[src/rtl/bp_me_mem_arbiter.sv]
// Shares one memory command/response port among num_req_p requesters.
// Commands are granted round-robin and gated by an outstanding-command
// credit. The requester ID of each issued command goes into an order FIFO,
// so in-order memory responses can be routed back to the right requester.
//
// Ports:
//   clk_i, reset_i           clock, synchronous active-high reset
//   cmd_i/cmd_v_i/cmd_ready_o  per-requester command ready-valid
//   mem_cmd_o/_v_o/_ready_i  command to memory (ready-valid)
//   mem_resp_i/_v_i/_yumi_o  response from memory (valid-yumi)
//   resp_o/resp_v_o/resp_yumi_i  shared response data, one-hot valid
//   outstanding_o            commands issued but not yet answered
//   error_o                  sticky: response arrived with none outstanding

module bp_me_mem_arbiter #(
   parameter  int num_req_p         = 2,
   parameter  int msg_width_p       = 64,
   parameter  int max_outstanding_p = 4,
   localparam int cnt_width_lp      = $clog2(max_outstanding_p + 1)
) (
   input  logic                             clk_i,
   input  logic                             reset_i,

   input  logic [num_req_p*msg_width_p-1:0] cmd_i,
   input  logic [num_req_p-1:0]             cmd_v_i,
   output logic [num_req_p-1:0]             cmd_ready_o,

   output logic [msg_width_p-1:0]           mem_cmd_o,
   output logic                             mem_cmd_v_o,
   input  logic                             mem_cmd_ready_i,

   input  logic [msg_width_p-1:0]           mem_resp_i,
   input  logic                             mem_resp_v_i,
   output logic                             mem_resp_yumi_o,

   output logic [msg_width_p-1:0]           resp_o,
   output logic [num_req_p-1:0]             resp_v_o,
   input  logic [num_req_p-1:0]             resp_yumi_i,

   output logic [cnt_width_lp-1:0]          outstanding_o,
   output logic                             error_o
);

   localparam int id_width_lp  = (num_req_p > 1) ? $clog2(num_req_p) : 1;
   localparam int sum_width_lp = id_width_lp + 1;
   localparam int ptr_width_lp =
      (max_outstanding_p > 1) ? $clog2(max_outstanding_p) : 1;

   typedef logic [id_width_lp-1:0]  id_t;
   typedef logic [ptr_width_lp-1:0] ptr_t;
   typedef logic [cnt_width_lp-1:0] cnt_t;

   id_t  rr_q;
   cnt_t count_q;
   logic error_q;
   ptr_t wptr_q;
   ptr_t rptr_q;
   id_t  fifo_mem [max_outstanding_p];

   logic                    credit_avail;
   logic                    cmd_hs;
   logic                    found;
   logic [sum_width_lp-1:0] idx;
   id_t                     grant_id;
   logic [num_req_p-1:0]    grant;
   logic                    fifo_v;
   id_t                     head_id;

   // Credit is evaluated on registered state only, so a credit freed by a
   // response this cycle is not reusable until the next cycle.
   assign credit_avail = (count_q < cnt_t'(max_outstanding_p));

   // Scan from the priority pointer, wrapping, for the first valid requester.
   always_comb begin
      found    = 1'b0;
      grant_id = '0;
      idx      = '0;
      for (int i = 0; i < num_req_p; i++) begin
         idx = {1'b0, rr_q} + sum_width_lp'(i);
         if (idx >= sum_width_lp'(num_req_p))
            idx = idx - sum_width_lp'(num_req_p);
         if (!found && cmd_v_i[idx[id_width_lp-1:0]]) begin
            found    = 1'b1;
            grant_id = idx[id_width_lp-1:0];
         end
      end
   end

   always_comb begin
      grant           = '0;
      grant[grant_id] = found;
   end

   assign mem_cmd_v_o = (|cmd_v_i) & credit_avail;
   assign mem_cmd_o   = cmd_i[grant_id*msg_width_p +: msg_width_p];
   assign cmd_ready_o =
      grant & {num_req_p{mem_cmd_ready_i & credit_avail}};
   assign cmd_hs      = mem_cmd_v_o & mem_cmd_ready_i;

   // Occupancy of the order FIFO equals the outstanding count.
   assign fifo_v  = (count_q != '0);
   assign head_id = fifo_mem[rptr_q];

   assign resp_o = mem_resp_i;

   always_comb begin
      resp_v_o          = '0;
      resp_v_o[head_id] = mem_resp_v_i & fifo_v;
   end

   assign mem_resp_yumi_o =
      mem_resp_v_i & fifo_v & resp_yumi_i[head_id];

   assign outstanding_o = count_q;
   assign error_o       = error_q;

   always_ff @(posedge clk_i) begin
      if (reset_i) begin
         rr_q    <= '0;
         count_q <= '0;
         error_q <= 1'b0;
         wptr_q  <= '0;
         rptr_q  <= '0;
      end else begin
         if (cmd_hs) begin
            rr_q <= (grant_id == id_t'(num_req_p - 1))
                  ? '0 : grant_id + id_t'(1);
            wptr_q <= (wptr_q == ptr_t'(max_outstanding_p - 1))
                    ? '0 : wptr_q + ptr_t'(1);
         end
         if (mem_resp_yumi_o)
            rptr_q <= (rptr_q == ptr_t'(max_outstanding_p - 1))
                    ? '0 : rptr_q + ptr_t'(1);
         if (cmd_hs && !mem_resp_yumi_o)
            count_q <= count_q + cnt_t'(1);
         else if (!cmd_hs && mem_resp_yumi_o)
            count_q <= count_q - cnt_t'(1);
         if (mem_resp_v_i && !fifo_v)
            error_q <= 1'b1;
      end
   end

   // Storage needs no reset: entries are only read while counted valid.
   always_ff @(posedge clk_i) begin
      if (cmd_hs)
         fifo_mem[wptr_q] <= grant_id;
   end

endmodule

[config.mk]
export PLATFORM = sky130hd
export DESIGN_NAME = bp_me_mem_arbiter
export DESIGN_NICKNAME = d
export VERILOG_FILES = /design/src/rtl/bp_me_mem_arbiter.sv
export SDC_FILE = /design/constraint.sdc
export NUM_CORES = 1
export LEC_CHECK = 0
export CAP_MARGIN = 5
export CORE_AREA = 2 2 130 132
export DETAILED_ROUTE_END_ITERATION = 6
export DIE_AREA = 0 0 132 134
export SETUP_SLACK_MARGIN = 0.2
export SYNTH_ARGS = -nofsm -noshare
export SYNTH_HDL_FRONTEND = slang
export SYNTH_SLANG_ARGS = --single-unit
[constraint.sdc]
create_clock -name clk_i -period 2.35 [get_ports clk_i]
set_input_delay 0.3525 -clock clk_i [delete_from_list [all_inputs] [get_ports clk_i]]
set_output_delay 0.3525 -clock clk_i [all_outputs]
set_load 0.02 [all_outputs]
==> out/qor.yml <==
status: "complete, but fails checks"
failed_checks: "setup timing"
synth.cell_area_um2: 2009
power.share.switching: 0.3656
p_comb_frac: 0.648
initial_core_util: 0.1234
clock-skew-final_ns: 0.004480
power_mw: 1.995
ant_nets: 0
ys_types: 30
relSlewSlack: 0.7257
pwr-share-seq: 0.187
cts_tree: "done"
rr_startpoint: "fifo_mem[3]$_DFFE_PP_"
async_flop_share: 0
pre_cts_slack_ns: -0.3607
cts_sinks: 15
yosys_warnings: 0
cp.arrival_ns: 2.53
drv_slew: 0
setup_viol: 1
synth-edff-count: 4
peakVddDrop_mv: 0.2860
ctsHoldBuffers: 0
rows: 47
h-tree-depth: 1
synth_top_family_by_area: "multiplexers"
clock_latency_ns: 0.24
hp-class: "reg -> reg"
worst_pin_slew_ns: 0.4050
period_needed_ns: 2.357
fmax_mhz: 424.3
worst_r2r_endpoint: "outstanding_o[2]$_SDFFE_PP0P_"
synth_xor_area_frac: 0.008717
worst_hold_slack_ns: 0.4910
reg2reg_depth: 9
synth_area_leaders: "mux2_1, buf_4, dfxtp_1, edfxtp_1, ha_1"
portBuffers: 209
ys_seq_elements: 15
grt_pass1_wl_mm: 14.59
grt_max_degree: 31
synthesis.nets: 416
hpwlAfterDp_mm: 9.023
synthMuxAreaShare: 0.3985
areaGrowthSynthToFinish_pct: 106.4
dieWidth_um: 132
maxCapViolCount: 0
drt_iter0_drc: 37
synthSimpleGateAreaFrac: 0.07036
clkTransAtPathRegs_ns: 0.05
grt_overflow_total: 0
cts_buffers: 3
finalWorstSetupSlack_ns: -0.006966
grt_pass1_vias: 2269
antenna_found_initial: 0
power.leakage_nw: 1.660
vias_per_cell: 3.610
r2r_slack_ns: -0.007
critPathLaunchType: "flop"
rsz0062_at_grt: "yes"
critPathCaptureType: "flop"
avgRoutedWirePerCell_um: 17.96
clockRootBuffer: "clkbuf_16"
vias: 2130
gp_congestion: 0.7579
p_clk_frac: 0.165
post-route-period-util: 1.003
final_cell_area_um2: 4146
stdcell_count: 590
whs_endpoint: "error_o$_SDFFE_PP0P_"
final_util: 0.2546
dp_cells: 579
synth-main-ff-cell: "dfxtp_1"
synth-compound-area-share: 0.03611
power.switching_mw: 0.7293
holdCritStartpoint: "error_o$_SDFFE_PP0P_"
core_area_um2: 16290
ios: 338
drc: 0
syn_area_per_cell_um2: 9.614
place_area_um2: 3995
drive_above_1_share: 0.1514
n_antenna_cell: 0
power.density_nw_per_um2: 481.0
drt_pass1_iterations: 4
holdPathStages: 2
internal_power_mw: 1.265
required_ns: 2.52
cp_max_fo: 2
routed_wirelength_mm: 10.60
synth.largest_area_cell: "mux2_1"
die-area_um2: 17690
synth_cells: 209
ys_seq_area_frac: 0.1694
synthDominantCellAreaShare: 0.3587
criticalPathCategory: "reg -> reg"
hold_viol_final: 0
clock_path_buffers: 2
layout.nets: 578
grt_use_total: 0.1108
die_h_um: 134
setup_tns_ns: -0.006966
synthAdderAreaFrac: 0.04732
==> layout by cell type (no fill, tap or decap), types with 2 or more instances in the layout <==
cell	Yosys	final
a21oi_1	5	4
and3_1	4	4
buf_16	0	4
buf_2	7	10
buf_4	64	16
clkbuf_16	0	4
clkdlybuf4s15_1	0	27
clkdlybuf4s15_2	0	6
clkdlybuf4s50_1	0	138
dfxtp_1	11	9
dfxtp_2	0	2
dlygate4sd2_1	0	25
edfxtp_1	4	4
ha_1	6	5
inv_1	5	2
inv_2	1	4
mux2_1	64	64
mux2i_1	2	2
nand2b_1	4	4
nor2_1	7	7
nor2b_1	3	3
nor3_1	3	3
o21ai_0	2	2
o311ai_1	2	2
xor2_1	2	2
==> logic make-up (layout without fill, tap and decap cells) <==
| logic type | count (synthesis) | in the layout |
|---|---|---|
| compound gates | 12 | 12 |
| xor+xnor | 2 | 2 |
| fa+ha+maj | 7 | 7 |
| buf+inv | 78 | 239 |
| flops | 15 | 15 |
| mux | 69 | 69 |
| simple gates | 26 | 26 |
==> area by class of cell <==
cell class / instances / area (um^2)
Tap cell: 220 / 275.3
Clock inverter: 1 / 5.005
Inverter: 6 / 22.52
Fill cell: 1732 / 12140
Timing Repair Buffer: 229 / 2268
Clock buffer: 3 / 75.07
Multi-Input combinational cell: 116 / 1157
Sequential cell: 15 / 342.8
==> power groups by stage <==
stage	combinational, mW	sequential, mW	clock, mW
2_1_floorplan	0.723	0.408	0
3_3_place_gp	1.27	0.375	0
3_5_place_dp	1.30	0.381	0
4_1_cts	1.27	0.376	0.338
5_1_grt	1.39	0.382	0.348
6_report	1.29	0.374	0.329
==> per-layer routing <==
metal / up-vias / routed length (um) / GRT usage / share of wire
met5: - / 123 / 0.04722 / 0.012
met4: 2 / 152 / 0.02597 / 0.014
met3: 14 / 2115 / 0.09637 / 0.20
li1: 983 / - / - / -
met1: 969 / 2712 / 0.08337 / 0.26
met2: 162 / 5495 / 0.2037 / 0.52
==> Yosys cell counts (all sizes together), types with 2 or more instances <==
| master | number |
|---|---|
| xor2 | 2 |
| dfxtp | 11 |
| nor2 | 7 |
| mux2i | 3 |
| nor2b | 3 |
| buf | 71 |
| a21oi | 5 |
| inv | 6 |
| nand2b | 4 |
| mux2 | 65 |
| edfxtp | 4 |
| ha | 6 |
| o311ai | 2 |
| nor3 | 3 |
| and3 | 4 |
| o21ai | 4 |
==> worst max path at each step <==
stage | from | endpoint | slack, ns | cells past startpoint
finish | fifo_mem[3]$_DFFE_PP_ | outstanding_o[2]$_SDFFE_PP0P_ | -0.007 | 9
global route | fifo_mem[0]$_DFFE_PP_ | outstanding_o[2]$_SDFFE_PP0P_ | -0.15 | 9
CTS | fifo_mem[2]$_DFFE_PP_ | outstanding_o[2]$_SDFFE_PP0P_ | -0.07 | 9
detailed placement | cmd_v_i[0] | mem_cmd_o[23] | -0.36 | 6
global placement | cmd_v_i[0] | mem_cmd_o[54] | -0.33 | 6
floorplan | fifo_mem[3]$_DFFE_PP_ | outstanding_o[2]$_SDFFE_PP0P_ | -0.005 | 9
==> critical path, cell delays in order, from the launching register on <==
cell,delay (ns)
edfxtp_1,0.35
mux4_2,0.54
mux2i_4,0.22
inv_2,0.09
ha_4,0.14
inv_2,0.04
fa_2,0.32
xor2_1,0.15
or3_1,0.33
a21oi_2,0.12
==> timing repair <==
action / in CTS / in global routing
gates cloned: 2 / 1
setup buffers: 4 / 0
setup endpoints to repair: 71 / 46
pin swaps: 1 / 1
resized for setup: 126 / 28
endpoints found under the hold margin: 0 / 0
Power figures use the tool's default switching activity.
